## config.mk

```make
export PLATFORM = sky130hd
export DESIGN_NAME = add_seq
export DESIGN_NICKNAME = d
export VERILOG_FILES = /design/src/rtl/add_seq.sv
export SDC_FILE = /design/constraint.sdc
export NUM_CORES = 1
export LEC_CHECK = 0
export CAP_MARGIN = 20
export CORE_UTILIZATION = 45
export CTS_BUF_LIST = sky130_fd_sc_hd__clkbuf_2 sky130_fd_sc_hd__clkbuf_4 sky130_fd_sc_hd__clkbuf_8
export DETAILED_ROUTE_END_ITERATION = 6
export GPL_TIMING_DRIVEN = 1
export PLACE_DENSITY_LB_ADDON = 0.2
export SLEW_MARGIN = 20
export SYNTH_ARGS = -nofsm -noshare
export SYNTH_HDL_FRONTEND = slang
export SYNTH_SLANG_ARGS = --single-unit
```

## constraint.sdc

```tcl
create_clock -name clk -period 2.5 [get_ports clk]
set_input_delay 0.25 -clock clk [delete_from_list [all_inputs] [get_ports clk]]
set_output_delay 0.25 -clock clk [all_outputs]
set_load 0.02 [all_outputs]
```

## src/rtl/add_seq.sv

```systemverilog
// rtl/add_seq.sv - multi-cycle wide add/subtract sequencer driving a 16-bit CLA
//
// Splits one 16*CHUNKS-bit add or subtract into 16-bit chunks. The chunks go to an
// external combinational 16-bit adder one per cycle, LSB chunk first. The carry
// ripples between chunks through a register.
// The adder has no carry-out, so carry-out is rebuilt from the adder's operand and
// sum MSBs.
//
// Optional build macro: ADD_SEQ_CHAIN_EN
//   When defined, a new request can be accepted on the same edge that the pending
//   result is consumed (DONE -> RUN directly).
//
// Ports:
//   clk, rst_n          clock (rising edge), asynchronous active-low reset
//   in_valid/in_ready   request handshake
//   in_a, in_b          W-bit operands
//   in_cin              carry-in for add, ignored for subtract
//   in_sub              1 = A-B, 0 = A+B+cin
//   cla_a/cla_b/cla_cin adder drive (zero outside RUN)
//   cla_sum             adder sum (combinational, same cycle)
//   out_valid/out_ready result handshake
//   out_sum             W-bit result (modulo 2^W)
//   out_cout            carry-out of MSB chunk (subtract: 1 = no borrow)
//   out_ovf             signed overflow
//   out_zero            out_sum == 0
module add_seq #(
    parameter int CHUNKS = 2
) (
    input  logic                 clk,
    input  logic                 rst_n,
    input  logic                 in_valid,
    output logic                 in_ready,
    input  logic [16*CHUNKS-1:0] in_a,
    input  logic [16*CHUNKS-1:0] in_b,
    input  logic                 in_cin,
    input  logic                 in_sub,
    output logic [15:0]          cla_a,
    output logic [15:0]          cla_b,
    output logic                 cla_cin,
    input  logic [15:0]          cla_sum,
    output logic                 out_valid,
    input  logic                 out_ready,
    output logic [16*CHUNKS-1:0] out_sum,
    output logic                 out_cout,
    output logic                 out_ovf,
    output logic                 out_zero
);

    localparam int W  = 16 * CHUNKS;
    localparam int IW = (CHUNKS > 1) ? $clog2(CHUNKS) : 1;
    localparam logic [IW-1:0] LAST = IW'(CHUNKS - 1);

    typedef enum logic [1:0] {
        S_IDLE = 2'd0,
        S_RUN  = 2'd1,
        S_DONE = 2'd2
    } state_t;

    state_t          r_state;
    state_t          w_state_nxt;
    logic [IW-1:0]   r_idx;
    logic [W-1:0]    r_a;
    logic [W-1:0]    r_b;
    logic [W-1:0]    r_sum;
    logic            r_carry;
    logic            r_cout;
    logic            r_ovf;
    logic            r_zero;

    logic            w_run;
    logic            w_accept;
    logic            w_last;
    logic            w_carry;
    logic            w_ovf;
    logic [15:0]     w_a_chunk;
    logic [15:0]     w_b_chunk;
    logic [W-1:0]    w_sum_full;

    // State register
    always_ff @(posedge clk or negedge rst_n) begin
        if (!rst_n) begin
            r_state <= S_IDLE;
        end else begin
            r_state <= w_state_nxt;
        end
    end

    // Next-state logic
    always_comb begin
        w_state_nxt = r_state;
        case (r_state)
            S_IDLE: begin
                if (w_accept) begin
                    w_state_nxt = S_RUN;
                end
            end
            S_RUN: begin
                if (w_last) begin
                    w_state_nxt = S_DONE;
                end
            end
            S_DONE: begin
                // w_accept can only be set here in the chained build.
                if (out_ready) begin
                    w_state_nxt = w_accept ? S_RUN : S_IDLE;
                end
            end
            default: w_state_nxt = S_IDLE;
        endcase
    end

    // Output logic
    always_comb begin
        in_ready  = 1'b0;
        out_valid = 1'b0;
        w_run     = 1'b0;
        case (r_state)
            S_IDLE: in_ready = 1'b1;
            S_RUN:  w_run    = 1'b1;
            S_DONE: begin
                out_valid = 1'b1;
`ifdef ADD_SEQ_CHAIN_EN
                in_ready  = out_ready;
`else
                in_ready  = 1'b0;
`endif
            end
            default: ;
        endcase
    end

    assign w_accept = in_valid & in_ready;
    assign w_last   = (r_idx == LAST);

    // Select the active chunk, and build the full sum as it will be after this
    // edge. This lets out_zero include the chunk being written.
    always_comb begin
        w_a_chunk  = '0;
        w_b_chunk  = '0;
        w_sum_full = r_sum;
        for (int k = 0; k < CHUNKS; k++) begin
            if (r_idx == IW'(k)) begin
                w_a_chunk               = r_a[k*16 +: 16];
                w_b_chunk               = r_b[k*16 +: 16];
                w_sum_full[k*16 +: 16]  = cla_sum;
            end
        end
    end

    assign cla_a   = w_run ? w_a_chunk : 16'd0;
    assign cla_b   = w_run ? w_b_chunk : 16'd0;
    assign cla_cin = w_run & r_carry;

    // The MSB carry is 1 when both operand MSBs are 1. It is also 1 when exactly one
    // operand MSB is 1 and the sum MSB is 0, because a carry into bit 15 then
    // propagated out.
    assign w_carry = (cla_a[15] & cla_b[15]) | ((cla_a[15] ^ cla_b[15]) & ~cla_sum[15]);
    assign w_ovf   = (cla_a[15] == cla_b[15]) && (cla_sum[15] != cla_a[15]);

    // Datapath. Accept and RUN are exclusive because in_ready is 0 in RUN.
    always_ff @(posedge clk or negedge rst_n) begin
        if (!rst_n) begin
            r_idx   <= '0;
            r_a     <= '0;
            r_b     <= '0;
            r_sum   <= '0;
            r_carry <= 1'b0;
            r_cout  <= 1'b0;
            r_ovf   <= 1'b0;
            r_zero  <= 1'b0;
        end else if (w_accept) begin
            r_a     <= in_a;
            r_b     <= in_sub ? ~in_b : in_b;
            r_carry <= in_sub ? 1'b1 : in_cin;
            r_idx   <= '0;
        end else if (w_run) begin
            r_sum   <= w_sum_full;
            r_carry <= w_carry;
            if (w_last) begin
                r_cout <= w_carry;
                r_ovf  <= w_ovf;
                r_zero <= (w_sum_full == '0);
            end else begin
                r_idx  <= r_idx + IW'(1);
            end
        end
    end

    assign out_sum  = r_sum;
    assign out_cout = r_cout;
    assign out_ovf  = r_ovf;
    assign out_zero = r_zero;

endmodule

```

[Yosys cells after proc, flatten, opt, wreduce, memory -nomap -nowiden]
Cells that the tools add are included.
Word-level totals
  register bits after elaboration: 103
  bits of input ports: 86
  word-level logic and storage cells: 54
Operators by class
  $add $sub $neg: 1
  equal/unequal tests: 7
  mux-type cells: 21
  bitwise logic cells: 9
  reductions and logical operators: 7
Operators with widths (number)
  16-bit two-way mux: 6
  32-bit zero test: 1
  32-bit two-way mux: 1
  32-bit inverter: 1
  1-bit two-way mux: 10
  2-bit two-way mux: 3
  2-bit inequality test (second input constant): 3
  2-bit one-hot mux with 3 select lines: 1
  3-bit AND reduction: 2
  1-bit AND: 4
  2-bit by 1-bit == test with 1-bit output (second input constant): 1
  2-bit == test (second input constant): 1
  2-bit zero test: 1
  1-bit inverter: 2
  2-bit AND reduction: 1
  2-bit nonzero test: 1
  1-bit adder (second input constant): 1
  1-bit == test: 1
  1-bit logical AND: 1
  1-bit inequality test: 1
  1-bit OR: 1
  1-bit bitwise XOR: 1

[Logic depth before layout (Yosys ltp)]
Gate-level depths: netlist of the first run.
  word-level depth: 8
  depth in mapped cells: 9
  mapped depth without buffers: 6

[Least setup slack after synthesis of the first run]
Ideal clock, no wire load.
  path kind: register -> register
  start: register r_idx
  end: register r_carry
  library setup time: 0.136 ns
  data arrival time: 2.015 ns
  required time: 2.364 ns
  slack: 0.349 ns
  cell stages (with the launch flop): 10
  buffers on the path: 3
  period minus slack after synthesis: 2.151 ns
  path through: dfrtp_1 -> clkbuf_2 -> buf_2 -> buf_2 -> mux2i_1 -> nor2_1 -> ha_1 -> a21oi_1 -> mux2_2 -> o21ai_0
Between the ends
  longest elaborated chain between the ends: 7
  elaborated cells on any way between the ends: 10
  classes of those cells: mux: 6; bitwise: 4
Ends and longest elaborated chain
  from (decl): RTL line 61  | logic [IW-1:0] r_idx;
  from (signal assigned): RTL line 184  | r_idx <= r_idx + IW'(1);
  16-bit two-way mux (*): RTL line 142  | if (r_idx == IW'(k)) begin
  16-bit two-way mux (*): RTL line 151  | assign cla_b = w_run ? w_b_chunk : 16'd0;
  via cla_b[15]: RTL line 38  | output logic [15:0] cla_b,
  1-bit bitwise XOR: RTL line 157  | assign w_carry = (cla_a[15] & cla_b[15]) | ((cla_a[15] ^ cla_b[15]) & ~cla_sum[15]);
  1-bit AND: RTL line 157
  1-bit OR (*): RTL line 157
  1-bit two-way mux (*): RTL line 176  | end else if (w_run) begin
  1-bit two-way mux (*): RTL line 171  | end else if (w_accept) begin
  to (signal assigned): RTL line 174  | r_carry <= in_sub ? 1'b1 : in_cin;
  to (signal assigned): RTL line 178  | r_carry <= w_carry;
  to (decl): RTL line 65  | logic r_carry;
Mark *: on every way through the listed nets, which the timed path passes. The rest lies on a longest branch. The select of a mux whose other input is x is not followed.
A chain may end at the register's enable or synchronous reset.

[Worst setup path after layout of the first run]
  start: register r_idx
  end: output cla_b[15]
Between the ends
  longest elaborated chain between the ends: 2
Ends and longest elaborated chain (RTL line)
  16-bit two-way mux: 142
  16-bit two-way mux: 151
  to (decl): 38
No other way between the ends.

==> summary.md, run 1 <==
| Metric | Value |
|---|---|
| Setup Skew | `10.6 ps` |
| Critical Path End Type | `output pin` |
| Syn Inst Count | `401` |
| Final Total Pwr | `8.40 mW` |
| Worst endpoint required time | `2250 ps` |
| WP buf/inv | `2` |
| Post-synthesis sequential area ratio | `0.548` |
| Layout cell share with drive strength beyond 1 | `0.176` |
| Most frequent cells after synthesis | `103 x dfrtp_1, 68 x nor2_1, 64 x mux2_2` |
| Vias in the first global route | `3709` |
| Antenna Nets Post-Route | `0` |
| VDD IR-drop max | `650 uV` |
| Synth Area in Compound Gates | `0.0532` |
| Hold/Removal Path Class | `in2async` |
| Fmax | `430 MHz` |
| Placer congestion estimate | `0.787` |
| Reg2reg path depth | `7` |
| Max stage delay on crit path | `630 ps` |
| Synth Flop Type | `dfrtp_1` |
| RR Endpoint | `r_carry` |
| Clock buffer depth | `2` |
| Largest net degree at the start of global routing | `50` |
| DRC | `0` |
| Cts hold-fix bufs | `1` |
| Die area | `10900 um^2` |
| Rel. slew slack | `0.388` |
| Worst hold slack | `386 ps` |
| Crit path time final | `2330 ps` |
| Area growth from synthesis to layout | `41.5%` |
| CP Launch Type | `flop` |
| Total gr overflow | `0` |
| DIE HEIGHT | `104 um` |
| FF-to-FF Start | `r_idx` |
| Post-CTS sizing | `0` |
| Clock power frac | `0.141` |
| DPL Wire Length | `7840 um` |
| Power per Cell Area | `1260 nW/um^2` |
| Internal Power | `5.26 mW` |
| Synth top area share | `0.548` |
| Mux contribution to synthesized area | `0.221` |
| Area of placed instances | `6420 um^2` |
| Sequential share of power | `0.360` |
| Final setup fails | `0` |
| Measured slew at the worst slew-check pin | `918 ps` |
| Dpl ws | `475 ps` |
| Final setup margin | `174 ps` |
| Initial antenna violation count | `0` |
| Post-Synth Simple-Gate Area | `0.0861` |
| DRT iter0 DRCs | `63` |
| H-tree depth | `3` |
| Ys Warns | `0` |
| Share of synthesized cell area in full adder, half adder and majority cells | `0.00266` |
| Final non-filler cell total | `690` |
| Io pins | `156` |
| Xor-xnor portion of the synthesized cell area | `0.0614` |
| Delay-heaviest family, CP | `buffers and inverters` |
| Post-Syn Area | `4710 um^2` |
| Synth Register Bits | `103` |
| Worst-path clk slew | `100 ps` |
| Synth area leaders | `dfrtp_1 55%, mux2_2 15%, mux2i_1 6.8%` |
| Flop-to-flop setup slack | `540 ps` |
| Placed Cells | `673` |
| Setup bufs post-CTS | `0` |
| Lkg Pwr | `2.75 nW` |
| Via Count | `3512` |
| Worst-Skew Late Latency | `360 ps` |
| TritonCTS clock tree | `yes` |
| Cell taking the most area after synthesis | `dfrtp_1` |
| Netlist cell types | `30` |
| Global-route wire length before repair | `18300 um` |
| Status | `finished, final reports clean` |
| Filler cell count | `803` |
| Starting Density | `0.473` |
| Clock sinks | `103` |
| Core Util, Final | `0.669` |
| Logic pwr share | `0.499` |
| Diode count | `0` |
| RSZ-0062 raised after global routing | `false` |
| Total routed wirelength | `10800 um` |
| CP max FO | `13` |
| # nets final | `639` |
| Post-synth EDFFs | `0` |
| Footprint of the multi-input gates | `2000 um^2` |
| Total track usage | `0.211` |
| Post-route cell area | `6660 um^2` |
| Crit-path cells | `buf_4 > mux2i_1 > nor2_1 > clkdlybuf4s50_1` |
| Site row count | `36` |
| Most common cell in the netlist | `dfrtp_1` |
| Switching Power | `3.14 mW` |
| Register area | `2580 um^2` |
| Max-cap violations | `0` |
| CP arrival | `2080 ps` |
| Asr flop ratio synth | `1.00` |
| Net count after synthesis | `488` |
| Worst Setup Path Type | `reg2out` |
| Die Wd | `104 um` |
| Num CTS Buffers | `9` |
| Root buf cell | `clkbuf_8` |
| Drt pass-1 iters | `4` |
| Main combinational cell family by area after synthesis | `multiplexers` |
| Tcrit/Tclk final | `0.930` |
| Setup_tns | `0 ps` |
| Drt via density | `5.09` |
| Hold Violations, Final | `0` |
| Input/output buffers | `155` |
| Mapped Avg Cell Area | `11.7 um^2` |
| Slew Limit Fails | `0` |
| Routed WL per cell | `15.6 um` |
| Switching fraction of total power | `0.374` |
| Core ar. | `9950 um^2` |
| Slowest cell on crit path | `clkdlybuf4s50_1` |
==> registers in the layout (all words and copies together) (netlist names) <==
| name | flops |
|---|---|
| out_zero | 1 |
| r_b | 32 |
| out_cout | 1 |
| r_state | 2 |
| r_a | 32 |
| out_sum | 32 |
| out_ovf | 1 |
| r_idx | 1 |
| r_carry | 1 |
==> final cells by class <==
type,count,area share
flip-flops and latches,103,0.387
multi-input cells,267,0.300
repair buffers,167,0.251
well taps,133,0.0250
clock buffers,9,0.0186
clock inverters,7,0.0152
inverters,4,0.00225
==> metal layers <==
layer / GRT usage / up-vias / share of wire
met4: 0.0755 / 0 / 0.014
met5: 0 / - / 0
li1: - / 1679 / -
met1: 0.268 / 1712 / 0.44
met3: 0.0376 / 14 / 0.050
met2: 0.360 / 107 / 0.49
==> power groups by stage <==
stage               Sequential [mW]  Clock [mW]  Combinational [mW]
floorplan                      3.24           0                2.24
global placement               3.01           0                4.15
detailed placement             3.06           0                4.23
CTS                            3.03        1.20                4.25
global route                   3.15        1.27                4.51
finish                         3.02        1.18                4.19
==> worst max path at each step <==
stage / end / slack [ps] / startpoint / cells past startpoint
floorplan: r_carry / 350 / r_idx / 9
CTS: cla_b[15] / 140 / r_idx / 4
finish: cla_b[15] / 170 / r_idx / 4
global placement: out_zero / 530 / cla_sum[7] / 5
global route: cla_b[15] / 20 / r_idx / 4
detailed placement: out_zero / 470 / cla_sum[7] / 5
==> kinds of logic (layout without fill, tap and decap cells) <==
group,Yosys count,in the layout
AOI/OAI and AO/OA,45,45
and+or+nand+nor,92,92
buffers and inverters,31,187
DFF,103,103
muxes,96,96
xor gates and xnor gates,33,33
adders and majority gates,1,1
==> cells in the final DEF (no fill, tap or decap) <==
master	instances
nand2b_1	2
nand4b_1	2
a22oi_1	1
buf_12	3
ha_1	1
dfrtp_2	1
inv_8	1
or2_2	1
dfrtp_1	102
or4b_1	1
mux2i_1	32
or4_1	2
buf_4	9
a21oi_1	33
nand3_1	1
nand2_1	4
nor3_1	1
nand3b_1	1
nor2_1	68
clkinvlp_4	1
clkbuf_8	9
inv_6	2
a2111oi_2	1
and2_4	1
buf_2	1
inv_1	4
nor4_1	7
a22o_1	1
bufinv_16	2
o21ai_0	6
o31ai_1	2
clkinv_2	1
o22a_1	1
nor2_2	1
dlygate4sd3_1	1
mux2_2	64
xnor2_1	33
clkdlybuf4s50_1	153
Note: power is estimated with default switching activity, not from simulation.
==> run 2: changes to the inputs <==
--- a/config.mk
+++ b/config.mk
@@ -5,7 +5,7 @@
 export SDC_FILE = /design/constraint.sdc
 export NUM_CORES = 1
 export LEC_CHECK = 0
-export CAP_MARGIN = 20
+export CORE_MARGIN = 4
 export CORE_UTILIZATION = 45
 export CTS_BUF_LIST = sky130_fd_sc_hd__clkbuf_2 sky130_fd_sc_hd__clkbuf_4 sky130_fd_sc_hd__clkbuf_8
 export DETAILED_ROUTE_END_ITERATION = 6
==> run 2 against run 1 <==
Core utilization is 2.4 points lower. Fmax is 0.39% lower. Critical path depth stayed put. Global-route usage is 2.1 points lower. Count of clock-buffer cells in the layout stayed put. Combinational power hardly changed. Largest cell class unchanged.
==> summary.md, run 2 (synthesis gave the netlist of run 1 again) <==
| Metric | Value |
|---|---|
| Tcrit/Tclk final | `0.934 (+0.00364)` |
| Lkg Pwr | `2.74 nW (-0.31%)` |
| Rel. slew slack | `0.393 (+0.00449)` |
| TritonCTS clock tree | `yes` |
| Diode count | `0 (unchanged)` |
| Crit path time final | `2340 ps (+9.09 ps)` |
| DRC | `0 (unchanged)` |
| Setup bufs post-CTS | `0 (unchanged)` |
| Final setup fails | `0 (unchanged)` |
| VDD IR-drop max | `677 uV (+4.2%)` |
| Total routed wirelength | `11200 um (+4.1%)` |
| Largest net degree at the start of global routing | `54 (+8.0%)` |
| Initial antenna violation count | `0 (unchanged)` |
| H-tree depth | `3 (unchanged)` |
| CP max FO | `19 (+6)` |
| Num CTS Buffers | `9 (unchanged)` |
| Critical Path End Type | `output pin` |
| Drt pass-1 iters | `4 (unchanged)` |
| Area of placed instances | `6420 um^2 (-0.14%)` |
| DRT iter0 DRCs | `152 (+140%)` |
| Max-cap violations | `0 (unchanged)` |
| RSZ-0062 raised after global routing | `false` |
| Flop-to-flop setup slack | `600 ps (+60 ps)` |
| Core ar. | `10300 um^2 (+3.2%)` |
| Power per Cell Area | `1250 nW/um^2 (-1.0%)` |
| Input/output buffers | `155 (unchanged)` |
| Worst endpoint required time | `2250 ps (about the same)` |
| CP Launch Type | `flop` |
| Hold/Removal Path Class | `in2async` |
| Slew Limit Fails | `0 (unchanged)` |
| Area growth from synthesis to layout | `40.9%` |
| Drt via density | `5.05 (-0.74%)` |
| Measured slew at the worst slew-check pin | `911 ps (-6.74 ps)` |
| Clock sinks | `103 (unchanged)` |
| Clock buffer depth | `2 (unchanged)` |
| Setup Skew | `13.6 ps (+3.00 ps)` |
| DPL Wire Length | `8330 um (+6.2%)` |
| Setup_tns | `0 ps (unchanged)` |
| Total track usage | `0.190 (-0.0205)` |
| Root buf cell | `clkbuf_8` |
| Worst hold slack | `322 ps (-64.7 ps)` |
| Worst Setup Path Type | `reg2out` |
| Fmax | `428 MHz (-0.39%)` |
| Vias in the first global route | `3570 (-3.7%)` |
| Post-route cell area | `6630 um^2 (-0.41%)` |
| Hold Violations, Final | `0 (unchanged)` |
| Die Wd | `110 um (+5.8%)` |
| Antenna Nets Post-Route | `0 (unchanged)` |
| Die area | `12200 um^2 (+12%)` |
| Most frequent cells in the layout | `153 x clkdlybuf4s50_1, 102 x dfrtp_1, 68 x nor2_1, 64 x mux2_2` |
| Starting Density | `0.458 (-0.0149)` |
| Total gr overflow | `0 (unchanged)` |
| Most common cell after layout, fill and taps aside | `clkdlybuf4s50_1` |
| Layout cell share with drive strength beyond 1 | `0.178 (+0.00180)` |
| FF-to-FF Start | `r_idx` |
| CP arrival | `2090 ps (about the same)` |
| Placer congestion estimate | `0.861 (+9.5%)` |
| RR Endpoint | `out_zero` |
| DIE HEIGHT | `110 um (+5.8%)` |
| Worst-Skew Late Latency | `360 ps (about the same)` |
| Status | `finished, final reports clean` |
| Reg2reg path depth | `4 (-3)` |
| Site row count | `37 (+2.8%)` |
| Io pins | `156 (unchanged)` |
| Global-route wire length before repair | `17900 um (-2.2%)` |
| # nets final | `639 (unchanged)` |
| Routed WL per cell | `16.2 um (+3.6%)` |
| Via Count | `3501 (-0.31%)` |
| Worst-path clk slew | `100 ps (about the same)` |
==> run 2: worst max path at each step <==
stage	startpoint	endpoint	slack, ps	cells after the start
after global routing	r_state[1]	cla_a[4]	50	4
after CTS	r_idx	cla_b[10]	30	4
final	r_idx	cla_b[10]	160	4
after detailed placement	r_idx	cla_b[10]	450	4
after floorplan	r_idx	r_carry	350	9
after global placement	r_idx	cla_b[11]	460	4
==> run 2: worst max-delay path, stage by stage (launching register included) <==
cell	delay [ps]
dfrtp_4	620
buf_4	240
mux2i_1	130
nor2_1	120
clkdlybuf4s50_1	620
==> run 2: metrics by stage <==
stage | std cells | util | worst slack [ps] | total power [mW]
6_report | 693 | 0.645 | 165 | 8.28
2_1_floorplan | 401 | - | 349 | 5.48
5_1_grt | 693 | 0.645 | 49.6 | 8.85
4_1_cts | 693 | 0.645 | 32.5 | 8.37
3_3_place_gp | 676 | 0.624 | 461 | 7.18
3_5_place_dp | 676 | 0.624 | 446 | 7.30
==> run 2: layout make-up <==
type | instances | area (um^2)
sequential | 103 | 2580
inverter | 4 | 15.0
timing repair buffer | 167 | 1660
clock inverter | 7 | 77.6
multi-input combinational | 267 | 2000
tap | 136 | 170
fill | 843 | 3640
clock buffer | 9 | 124
==> run 2: repair_timing <==
action / in CTS / in global routing
hold endpoints to repair: 22 / 0
hold buffers: 1 / 0
gates resized for setup: 0 / 2
endpoints found under the setup margin: 0 / 13
==> run 2: per-layer routing <==
layer	wire length (um)	global-route usage
met5	0	0
met4	56	0.0369
met3	711	0.0489
met2	5500	0.319
met1	4940	0.252
==> run 2: power by group <==
part / internal [mW] / switching (mW)
combinational: 2.17 / 1.98
sequential: 2.50 / 0.562
clock: 0.478 / 0.580
total: 5.15 / 3.13
==> run 3: changes to the inputs <==
--- a/config.mk
+++ b/config.mk
@@ -6,7 +6,7 @@
 export NUM_CORES = 1
 export LEC_CHECK = 0
 export CORE_MARGIN = 4
-export CORE_UTILIZATION = 45
+export CORE_UTILIZATION = 40
 export CTS_BUF_LIST = sky130_fd_sc_hd__clkbuf_2 sky130_fd_sc_hd__clkbuf_4 sky130_fd_sc_hd__clkbuf_8
 export DETAILED_ROUTE_END_ITERATION = 6
 export GPL_TIMING_DRIVEN = 1
==> run 3 against run 2 <==
Sequential share of layout area is 0.26 points lower. Clock skew is 2.2 ps higher. Non-clock buffer count is 2 lower.
==> summary.md, run 3 (synthesis gave the netlist of run 1 again) <==
| Metric | Value |
|---|---|
| Crit path time final | `2290 ps (-50.1 ps)` |
| Reg2reg path depth | `7 (+3)` |
| DIE HEIGHT | `116 um (+5.6%)` |
| Most common cell after layout, fill and taps aside | `clkdlybuf4s50_1` |
| Diode count | `0 (unchanged)` |
| Worst Setup Path Type | `reg2out` |
| Final Total Pwr | `8.41 mW (+1.6%)` |
| RSZ-0062 raised after global routing | `false` |
| Flop-to-flop setup slack | `520 ps (-80 ps)` |
| Num CTS Buffers | `9 (unchanged)` |
| Io pins | `156 (unchanged)` |
| # nets final | `637 (-0.31%)` |
| Worst-Skew Late Latency | `360 ps (about the same)` |
| H-tree depth | `3 (unchanged)` |
| Via Count | `3452 (-1.4%)` |
| Logic pwr share | `0.503 (about the same)` |
| Sequential share of power | `0.358 (-0.012)` |
| Tcrit/Tclk final | `0.914 (-0.0200)` |
| Metal2 WL | `5730 um (+4.2%)` |
| Placed Cells | `681 (+0.74%)` |
| Root buf cell | `clkbuf_8` |
| Rel. slew slack | `0.399 (+0.00653)` |
| Input/output buffers | `155 (unchanged)` |
| Area growth from synthesis to layout | `41.7%` |
| Final non-filler cell total | `698 (+0.72%)` |
| Layout cell share with drive strength beyond 1 | `0.173 (-0.00476)` |
| Initial antenna violation count | `0 (unchanged)` |
| Global-route wire length before repair | `18300 um (+2.1%)` |
| WL met3 | `682 um (-4.1%)` |
| Total routed wirelength | `11500 um (+2.8%)` |
| Measured slew at the worst slew-check pin | `901 ps (-9.79 ps)` |
| Cts hold-fix bufs | `1 (unchanged)` |
| Total track usage | `0.171 (-0.0192)` |
| Post-route cell area | `6670 um^2 (+0.58%)` |
| Drt via density | `4.95 (-2.1%)` |
| Clock sinks | `103 (unchanged)` |
| DRC | `0 (unchanged)` |
| Switching fraction of total power | `0.374 (-0.00376)` |
| Die area | `13600 um^2 (+12%)` |
| Fmax | `438 MHz (+2.2%)` |
| Critical Path Source | `r_state[1]` |
| Antenna Nets Post-Route | `0 (unchanged)` |
| Worst-path clk slew | `100 ps (about the same)` |
| Setup bufs post-CTS | `0 (unchanged)` |
| Core Util, Final | `0.582 (-0.0636)` |
| Total gr overflow | `0 (unchanged)` |
| Slew Limit Fails | `0 (unchanged)` |
| Largest net degree at the start of global routing | `61 (+13%)` |
| Vias in the first global route | `3788 (+6.1%)` |
| Critical Path End Type | `output pin` |
| Power per Cell Area | `1260 nW/um^2 (+1.0%)` |
| Setup Skew | `15.8 ps (+2.18 ps)` |
| Hold/Removal Path Class | `in2async` |
| Clock buffer depth | `2 (unchanged)` |
| Starting Density | `0.410 (-0.0475)` |
| Site row count | `39 (+5.4%)` |
| Routed length on met1 | `4970 um (+0.59%)` |
| Setup_tns | `0 ps (unchanged)` |
| RR Endpoint | `r_carry` |
| CP Launch Type | `flop` |
| Most frequent cells in the layout | `153 x clkdlybuf4s50_1, 102 x dfrtp_1, 68 x nor2_1, 64 x mux2_2` |
| Drt pass-1 iters | `4 (unchanged)` |
| Status | `finished, final reports clean` |
| Internal Power | `5.27 mW (+2.2%)` |
| Switching Power | `3.15 mW (+0.62%)` |
| TritonCTS clock tree | `yes` |
| Hold Violations, Final | `0 (unchanged)` |
| Lkg Pwr | `2.75 nW (+0.25%)` |
| Die Wd | `116 um (+5.6%)` |
| Area of placed instances | `6430 um^2 (+0.29%)` |
| FF-to-FF Start | `r_idx` |
| Final setup fails | `0 (unchanged)` |
| Setup crit end | `cla_a[15]` |
| DPL Wire Length | `8360 um (+0.37%)` |
| Highest Signal Layer | `met4` |
| Post-CTS sizing | `0 (unchanged)` |
| Max-cap violations | `0 (unchanged)` |
| Clock power frac | `0.139 (+0.011)` |
| Placer congestion estimate | `0.776 (-9.9%)` |
| CP max FO | `18 (-1)` |
| Worst endpoint required time | `2250 ps (about the same)` |
| DRT iter0 DRCs | `137 (-9.9%)` |
| CP arrival | `2040 ps (-50 ps)` |
| VDD IR-drop max | `766 uV (+13%)` |
| Core ar. | `11500 um^2 (+12%)` |
| Routed WL per cell | `16.5 um (+2.1%)` |
[run 3: power groups by stage]
stage               Combinational [mW]  Clock (mW)  Sequential, mW
floorplan                         2.24           0            3.24
global placement                  4.20           0            3.02
detailed placement                4.27           0            3.06
CTS                               4.30        1.21            3.02
global route                      4.57        1.28            3.13
finish                            4.23        1.17            3.02
[run 3: critical path: stages (launching register included)]
cell and delay (ps):
dfrtp_1 410, nand2b_1 170, buf_4 200, nor2_1 250, clkdlybuf4s50_1 660
[run 3: stage by stage]
step                      setup slack (ps)  hold slack (ps)
after floorplan                        349            -45.6
after global placement                 502              283
after detailed placement               483              292
after CTS                              171              432
after global routing                  77.1              457
final                                  215              421
[run 3: final cells by class]
class                   count  area (um^2)
flip-flops and latches    103         2580
inverters                   4         15.0
repair buffers            165         1670
clock inverters             7          103
well taps                 143          179
fillers                   993         4800
multi-input cells         267         2000
clock buffers               9          124
[run 3: metal layers]
metal  global-route usage  vias to the layer above
met3               0.0420                       12
met1                0.215                     1664
met2                0.293                      107
li1                     -                     1669
met5                    0                        -
met4               0.0503                        0
[run 3: how the worst min path moves through the flow]
| stage | start | endpoint |
|---|---|---|
| after floorplan | rst_n | out_cout |
| after global placement | rst_n | r_a[7] |
| after detailed placement | rst_n | r_a[7] |
| after CTS | rst_n | r_a[7] |
| after global routing | rst_n | r_a[7] |
| final | rst_n | r_a[7] |
